**config.mk**
```make
export PLATFORM = sky130hd
export DESIGN_NAME = seg_uart_display_flat
export DESIGN_NICKNAME = d
export VERILOG_FILES = /design/src/rtl/seg_pkg.sv /design/src/rtl/seg_uart_display_if.sv /design/src/rtl/seg_scan.sv /design/src/rtl/seg_uart_display.sv /design/src/flat_wrapper.sv
export SDC_FILE = /design/constraint.sdc
export NUM_CORES = 1
export LEC_CHECK = 0
export ABC_AREA = 1
export BUFFER_PORTS_ARGS = -buffer_cell sky130_fd_sc_hd__buf_2
export CAP_MARGIN = 20
export CORE_ASPECT_RATIO = 0.75
export CORE_MARGIN = 2
export CORE_UTILIZATION = 57
export DETAILED_ROUTE_END_ITERATION = 8
export PLACE_DENSITY_LB_ADDON = 0.05
export SLEW_MARGIN = 10
export SYNTH_ARGS = -nofsm -noshare
export SYNTH_HDL_FRONTEND = slang
export SYNTH_SLANG_ARGS = --single-unit
```
**constraint.sdc**
```tcl
create_clock -name clk -period 2.02 [get_ports clk]
set_input_delay 0.101 -clock clk [delete_from_list [all_inputs] [get_ports clk]]
set_output_delay 0.101 -clock clk [all_outputs]
set_load 0.03 [all_outputs]
```
**src/rtl/seg_pkg.sv**
```systemverilog
// Shared constants and byte classification for the UART-to-7-segment display path.
package seg_pkg;

    localparam logic [7:0] CMD_COMMIT = 8'h0D;
    localparam logic [7:0] CMD_CLEAR  = 8'h23;
    localparam logic [7:0] CMD_DP     = 8'h2E;
    localparam logic [7:0] CMD_BLANK  = 8'h7A;
    localparam logic [7:0] CMD_LF     = 8'h0A;

    localparam logic [7:0] RSP_OK  = 8'h4B;
    localparam logic [7:0] RSP_ERR = 8'h3F;

    // Segment patterns {g,f,e,d,c,b,a}, active-high, for hex digits 0..F
    localparam logic [6:0] SEG_LUT [0:15] = '{
        7'h3F, 7'h06, 7'h5B, 7'h4F, 7'h66, 7'h6D, 7'h7D, 7'h07,
        7'h7F, 7'h6F, 7'h77, 7'h7C, 7'h39, 7'h5E, 7'h79, 7'h71
    };

    typedef enum logic [2:0] {
        BC_HEX,
        BC_DP,
        BC_CLEAR,
        BC_BLANK,
        BC_COMMIT,
        BC_IGNORE,
        BC_ERR
    } byte_class_e;

    function automatic byte_class_e classify(input logic [7:0] b);
        byte_class_e cls;
        if ((b >= 8'h30 && b <= 8'h39) ||
            (b >= 8'h41 && b <= 8'h46) ||
            (b >= 8'h61 && b <= 8'h66)) begin
            cls = BC_HEX;
        end else begin
            case (b)
                CMD_DP:     cls = BC_DP;
                CMD_CLEAR:  cls = BC_CLEAR;
                CMD_BLANK:  cls = BC_BLANK;
                CMD_COMMIT: cls = BC_COMMIT;
                CMD_LF:     cls = BC_IGNORE;
                default:    cls = BC_ERR;
            endcase
        end
        return cls;
    endfunction

    // Letters share low bits: 'A'/'a' = x1, so add 9 to land on 10.
    function automatic logic [3:0] hex_nibble(input logic [7:0] b);
        return (b <= 8'h39) ? b[3:0] : b[3:0] + 4'd9;
    endfunction

endpackage

```
**src/rtl/seg_uart_display_if.sv**
```systemverilog
// Byte stream from the UART receiver and acknowledgement path to the UART transmitter.
interface seg_uart_display_if;
    logic [7:0] rx_data;
    logic       rx_valid;
    logic [7:0] tx_data;
    logic       tx_valid;
    logic       tx_ready;

    modport master (output rx_data, rx_valid, tx_ready, input tx_data, tx_valid);
    modport slave  (input rx_data, rx_valid, tx_ready, output tx_data, tx_valid);
endinterface

```
**src/rtl/seg_scan.sv**
```systemverilog
// Time-multiplexed digit scan: dwell counter, digit index, leading-zero blanking,
// hex-to-segment decode and output polarity.
module seg_scan
    import seg_pkg::*;
#(
    parameter int NUM_DIGITS     = 3,
    parameter int SCAN_DIV       = 50000,
    parameter bit SEG_ACTIVE_LOW = 1'b1,
    parameter bit DIG_ACTIVE_LOW = 1'b1
) (
    input  logic                    clk,
    input  logic                    reset_n,
    input  logic [4*NUM_DIGITS-1:0] disp_value,
    input  logic [NUM_DIGITS-1:0]   disp_dp,
    input  logic                    blank_mode,
    output logic [7:0]              seg_data,
    output logic [NUM_DIGITS-1:0]   scan_sig
);

    localparam int IDX_W = (NUM_DIGITS > 1) ? $clog2(NUM_DIGITS) : 1;
    localparam int CNT_W = $clog2(SCAN_DIV);
    // XOR masks double as the "all off" pattern for each polarity
    localparam logic [7:0]            SEG_OFF = {8{SEG_ACTIVE_LOW}};
    localparam logic [NUM_DIGITS-1:0] DIG_OFF = {NUM_DIGITS{DIG_ACTIVE_LOW}};

    logic [CNT_W-1:0]      cnt;
    logic [IDX_W-1:0]      idx;
    logic [3:0]            nib;
    logic                  upper_nonzero;
    logic                  blanked;
    logic [7:0]            seg_raw;
    logic [NUM_DIGITS-1:0] sel;

    // NOTE: sequential state uses non-blocking assignments so every register samples pre-edge values.
    always_ff @(posedge clk) begin
        if (!reset_n) begin
            cnt <= '0;
            idx <= '0;
        end else if (cnt == CNT_W'(SCAN_DIV - 1)) begin
            cnt <= '0;
            idx <= (idx == IDX_W'(NUM_DIGITS - 1)) ? '0 : idx + 1'b1;
        end else begin
            cnt <= cnt + 1'b1;
        end
    end

    // NOTE: every always_comb output gets a value before any condition, so no latch is inferred.
    always_comb begin
        nib           = disp_value[4*int'(idx) +: 4];
        upper_nonzero = 1'b0;
        for (int i = 0; i < NUM_DIGITS; i++) begin
            if (i >= int'(idx) && disp_value[4*i +: 4] != 4'h0) upper_nonzero = 1'b1;
        end
        blanked = blank_mode && (idx != '0) && !upper_nonzero;
        seg_raw = {disp_dp[idx], blanked ? 7'h00 : SEG_LUT[nib]};
        sel     = NUM_DIGITS'(1) << idx;
    end

    always_ff @(posedge clk) begin
        if (!reset_n) begin
            seg_data <= SEG_OFF;
            scan_sig <= DIG_OFF;
        end else begin
            seg_data <= seg_raw ^ SEG_OFF;
            scan_sig <= sel ^ DIG_OFF;
        end
    end

endmodule

```
**src/rtl/seg_uart_display.sv**
```systemverilog
// ASCII hex command parser with an editable digit buffer, commit to the displayed
// value, single-entry acknowledgement slot and a scanned 7-segment driver.
module seg_uart_display
    import seg_pkg::*;
#(
    parameter int NUM_DIGITS     = 3,
    parameter int SCAN_DIV       = 50000,
    parameter bit SEG_ACTIVE_LOW = 1'b1,
    parameter bit DIG_ACTIVE_LOW = 1'b1
) (
    input  logic                    clk,
    input  logic                    reset_n,
    seg_uart_display_if.slave       uart,
    output logic [7:0]              seg_data,
    output logic [NUM_DIGITS-1:0]   scan_sig,
    output logic [4*NUM_DIGITS-1:0] disp_value,
    output logic                    commit_pulse
);

    localparam int W = 4 * NUM_DIGITS;

    logic                  s1_valid;
    logic [7:0]            s1_data;
    byte_class_e           s1_class;
    logic [3:0]            s1_nibble;
    logic [W-1:0]          edit_buf;
    logic [NUM_DIGITS-1:0] edit_dp;
    logic [NUM_DIGITS-1:0] disp_dp;
    logic                  blank_mode;
    logic                  rsp_push;
    logic [7:0]            rsp_byte;
    logic                  tx_valid;
    logic [7:0]            tx_data;

    // Stage 1: capture the received byte
    always_ff @(posedge clk) begin
        if (!reset_n) begin
            s1_valid <= 1'b0;
            s1_data  <= '0;
        end else begin
            s1_valid <= uart.rx_valid;
            if (uart.rx_valid) s1_data <= uart.rx_data;
        end
    end

    always_comb begin
        s1_class  = classify(s1_data);
        s1_nibble = hex_nibble(s1_data);
        rsp_push  = 1'b0;
        rsp_byte  = RSP_OK;
        if (s1_valid) begin
            if (s1_class == BC_COMMIT) begin
                rsp_push = 1'b1;
            end else if (s1_class == BC_ERR) begin
                rsp_push = 1'b1;
                rsp_byte = RSP_ERR;
            end
        end
    end

    // Stage 2: apply the decoded byte
    always_ff @(posedge clk) begin
        if (!reset_n) begin
            edit_buf     <= '0;
            edit_dp      <= '0;
            disp_value   <= '0;
            disp_dp      <= '0;
            blank_mode   <= 1'b0;
            commit_pulse <= 1'b0;
        end else begin
            commit_pulse <= 1'b0;
            if (s1_valid) begin
                case (s1_class)
                    BC_HEX: begin
                        edit_buf <= (edit_buf << 4) | W'(s1_nibble);
                        edit_dp  <= edit_dp << 1;
                    end
                    BC_DP:    edit_dp[0] <= 1'b1;
                    BC_CLEAR: begin
                        edit_buf <= '0;
                        edit_dp  <= '0;
                    end
                    BC_BLANK: blank_mode <= !blank_mode;
                    BC_COMMIT: begin
                        disp_value   <= edit_buf;
                        disp_dp      <= edit_dp;
                        commit_pulse <= 1'b1;
                    end
                    default: ;
                endcase
            end
        end
    end

    // A response arriving while the slot is full and stalled is dropped;
    // an accept in the same cycle frees the slot for it.
    always_ff @(posedge clk) begin
        if (!reset_n) begin
            tx_valid <= 1'b0;
            tx_data  <= '0;
        end else if (rsp_push && (!tx_valid || uart.tx_ready)) begin
            tx_valid <= 1'b1;
            tx_data  <= rsp_byte;
        end else if (tx_valid && uart.tx_ready) begin
            tx_valid <= 1'b0;
        end
    end

    assign uart.tx_valid = tx_valid;
    assign uart.tx_data  = tx_data;

    seg_scan #(
        .NUM_DIGITS     (NUM_DIGITS),
        .SCAN_DIV       (SCAN_DIV),
        .SEG_ACTIVE_LOW (SEG_ACTIVE_LOW),
        .DIG_ACTIVE_LOW (DIG_ACTIVE_LOW)
    ) u_scan (
        .clk        (clk),
        .reset_n    (reset_n),
        .disp_value (disp_value),
        .disp_dp    (disp_dp),
        .blank_mode (blank_mode),
        .seg_data   (seg_data),
        .scan_sig   (scan_sig)
    );

endmodule

```
**src/flat_wrapper.sv**
```systemverilog
// flat-port wrapper written by rule: the top's interface ports become plain ports
module seg_uart_display_flat import seg_pkg::*;
#(
    parameter int NUM_DIGITS     = 3,
    parameter int SCAN_DIV       = 50000,
    parameter bit SEG_ACTIVE_LOW = 1'b1,
    parameter bit DIG_ACTIVE_LOW = 1'b1
)
  (clk, reset_n, seg_data, scan_sig, disp_value, commit_pulse, uart_rx_data, uart_rx_valid, uart_tx_ready, uart_tx_data, uart_tx_valid);
  seg_uart_display_if uart_i ();
  input  logic clk;
  input  logic reset_n;
  output logic [7:0] seg_data;
  output logic [NUM_DIGITS-1:0] scan_sig;
  output logic [4*NUM_DIGITS-1:0] disp_value;
  output logic commit_pulse;
  input wire logic [$bits(uart_i.rx_data)-1:0] uart_rx_data;
  input wire logic [$bits(uart_i.rx_valid)-1:0] uart_rx_valid;
  input wire logic [$bits(uart_i.tx_ready)-1:0] uart_tx_ready;
  output wire logic [$bits(uart_i.tx_data)-1:0] uart_tx_data;
  output wire logic [$bits(uart_i.tx_valid)-1:0] uart_tx_valid;
  assign uart_i.rx_data = uart_rx_data;
  assign uart_i.rx_valid = uart_rx_valid;
  assign uart_i.tx_ready = uart_tx_ready;
  assign uart_tx_data = uart_i.tx_data;
  assign uart_tx_valid = uart_i.tx_valid;
  seg_uart_display #(.NUM_DIGITS(NUM_DIGITS), .SCAN_DIV(SCAN_DIV), .SEG_ACTIVE_LOW(SEG_ACTIVE_LOW), .DIG_ACTIVE_LOW(DIG_ACTIVE_LOW)) u_core (.clk(clk), .reset_n(reset_n), .uart(uart_i), .seg_data(seg_data), .scan_sig(scan_sig), .disp_value(disp_value), .commit_pulse(commit_pulse));
endmodule
```
==> flow_metrics.py <==
metrics = {
    "synthesis": {
        "synth_ff_type": "dfxtp_1",
        "synth-edff-count": 0,
        "seq_area_frac_synth_pct": 43.29,
        "postSynthAreaPerCell_um2": 7.375,
        "syn_nets": 486,
        "synth_seq_cells": 74,
        "ys_async_sr_fraction_pct": 0,
        "synth_cell_types": 41,
        "netlist_instances": 464,
        "netlist_area_um2": 3422,
        "ys_warn_count": 0,
    },
    "worst_setup_path": {
        "worst_path_max_delay_cell": "dfxtp_2",
        "max_stage_delay_ns": 0.36,
        "crit_chain": "inv_1, ha_1, inv_1, nand3_1, nor2_2, nor2_1, nand2_2, nand3_4, nor2_4, nor2_4, buf_12, o21ai_0, nor2_1",
        "startpoint_type": "flop",
        "worst_ep_required_time_ns": 2.24,
        "worst-path-max-fanout": 15,
        "end_kind": "flop",
        "worstSetupPathType": "reg -> reg",
        "arrival_ns": 2.10,
    },
    "sta": {
        "period_minus_slack_ns": 1.875,
        "finalHoldViolations": 0,
        "finalWorstSetupSlack_ns": 0.1450,
        "tightest_slew_ns": 0.5418,
        "period_share_pct": 92.82,
        "slew-limit-headroom_pct": 63.75,
        "finalClockSkew_ns": 0.01124,
        "report.final.slew_viol_count": 0,
        "clock.fmax_mhz": 533.3,
        "setup_viol": 0,
    },
    "finish": {
        "fin_cells": 593,
        "n_fill_cell": 515,
        "drive_gt1_share_pct": 18.64,
        "diodes": 0,
        "nets": 532,
        "mostFrequentLayoutCells": "nor2_1, dfxtp_1, nand2_1",
        "syn2layout_area_growth_pct": 16.97,
        "final_common_cell": "nor2_1",
    },
    "pwr": {
        "ir_drop_mv": 0.4070,
        "switching_share_pct": 23.63,
        "p_seq_share_pct": 47.2,
        "leakage_nw": 1.722,
        "power.switching_w": 0.0007769,
        "p_comb_share_pct": 9.8,
        "p_total_w": 0.003288,
        "powerDensity_nw_per_um2": 821.5,
        "p_int_w": 0.002511,
        "clockPowerShare_pct": 43.0,
    },
    "global_route": {
        "track_usage_pct": 23.03,
        "grt_overflow": 0,
        "grt_pass1_wl_mm": 12.30,
        "grt_start_max_net_pins": 42,
        "antenna_found_initial": 0,
        "first_global_vias": 2729,
    },
    "route": {
        "firstDrtPassIters": 5,
        "avgRoutedWirePerCell_um": 12.63,
        "postRouteAntennaNets": 0,
        "vias_per_cell": 5.206,
        "routed_wl_mm": 7.489,
        "remaining_drc_errors": 0,
        "drt-initial-drc-count": 138,
        "vias": 3087,
    },
    "cts": {
        "cts_tree": "yes",
        "worstSkewPairLatency_ns": 0.34,
        "htreeDepth": 3,
        "cts_inserted_buffers": 9,
        "clock_tree.buffer_depth": 2,
        "path_clk_slew_ns": 0.08,
        "cts.sinks": 74,
        "root_buffer": "clkbuf_8",
    },
    "place": {
        "place_ws_ns": 0.1194,
        "place.port_buffers": 43,
        "dp_cells": 572,
        "dp_hpwl_mm": 5.200,
        "place_congestion": 0.8875,
    },
    "hold_path": {
        "hp-class": "in -> reg",
    },
    "floorplanning": {
        "die_y_um": 71.10,
        "coreArea_um2": 5796,
        "die_area_um2": 6646,
        "std_cell_rows": 24,
        "start_util_pct": 59.05,
        "io_pins": 45,
        "die_w_um": 93.47,
    },
    "run": {
        "drv_cap": 0,
    },
    "outcome": {
        "status": "complete, no violations",
    },
}
[timing repair]
action / CTS / global route
hold endpoints to repair: 3 / 0
hold buffers: 3 / 0
endpoints found under the setup margin: 0 / 12
setup buffers: 0 / 2
gates resized for setup: 0 / 8
[through the flow]
step	hold WS, ns	cell area, µm²	utilization (%)	setup TNS [ns]
after CTS	0.02170	3948	68.11	0
final	0.03615	4003	69.06	0
after detailed placement	0.3240	3665	63.23	0
after global placement	0.3200	3665	63.23	0
after floorplan	0.1945	3422	-	0
after global routing	0.07623	4003	69.06	-0.02475
[power groups by stage]
stage | combinational [W] | sequential (W) | clock, W
2_1_floorplan | 0.000220 | 0.00160 | 0
4_1_cts | 0.000306 | 0.00155 | 0.00144
3_5_place_dp | 0.000300 | 0.00158 | 0
6_report | 0.000324 | 0.00155 | 0.00141
5_1_grt | 0.000362 | 0.00156 | 0.00150
3_3_place_gp | 0.000298 | 0.00158 | 0
[registers in the layout, summed over array words and instances, names as in the netlist, 3 cells and up]
name and count:
u_core.edit_buf 12, u_core.edit_dp 3, u_core.u_scan.seg_data 8, u_core.disp_value 12, u_core.uart.tx_data 3, u_core.s1_data 8, u_core.u_scan.cnt 16, u_core.disp_dp 3
u_core.u_scan.scan_sig 3
[path summary, 6_finish.rpt]
kind | from | to | slack, ns | depth (start not counted)
max | u_core.s1_data[1]$_SDFFE_PN0P_ | u_core.edit_dp[2]$_SDFFE_PN0P_ | 0.14 | 13
min | uart_rx_data[2] | u_core.s1_data[2]$_SDFFE_PN0P_ | 0.04 | 3
max reg2reg | u_core.s1_data[1]$_SDFFE_PN0P_ | u_core.edit_dp[2]$_SDFFE_PN0P_ | 0.14 | 13
min reg2reg | u_core.disp_dp[1]$_SDFFE_PN0P_ | u_core.disp_dp[1]$_SDFFE_PN0P_ | 0.46 | 2
[logic make-up (layout without fill, tap and decap cells)]
group | count (synthesis) | count (layout) | synth area share [%]
DFF | 74 | 74 | 43.29
other | 1 | 1 | 0.1096
buffers and inverters | 67 | 118 | 8.629
AOI/OAI and AO/OA | 95 | 95 | 15.65
xor gates and xnor gates | 3 | 3 | 0.7680
adders and majority gates | 10 | 10 | 3.656
and+or+nand+nor | 214 | 214 | 27.90
[worst max-delay path: cells and delay by family, from the launching register on]
| kind | cells | cell delay, ns |
|---|---|---|
| flops | 1 | 0.36 |
| fa+ha+maj | 1 | 0.18 |
| buf+inv | 3 | 0.32 |
| compound gates | 1 | 0.18 |
| simple gates | 8 | 0.70 |
[synth_stat cells (all sizes together), types with 3 or more instances]
library cell  number  area, µm²
a22oi              6      45.04
inv               48      180.2
nand4              8      50.05
o211ai             3      22.52
buf               11      85.08
or2                4      25.03
dfxtp             74       1481
nor3              11      65.06
clkbuf             8      30.03
nor3b              3      22.52
ha                10      125.1
nand3             23      132.6
o21ai             43      230.2
a21oi             38      193.9
nand2             72      277.8
nor2              89      354.1
[routing by layer]
metal	track usage, %	vias to the layer above	share of wire [%]
li1	-	1610	-
met1	31.61	1381	49
met2	35.81	83	45
met3	4.579	13	4.2
met4	9.314	0	1.5
met5	0	-	0
[area by class of cell]
cell class	instances	area, µm²	area share [%]
multi-input combinational	323	1655	41.36
sequential	74	1486	37.14
timing repair buffer	54	330.3	8.253
inverter	48	180.2	4.501
clock buffer	12	155.1	3.876
clock inverter	4	97.59	2.438
tap	78	97.59	2.438
Power figures use the tool's default switching activity.
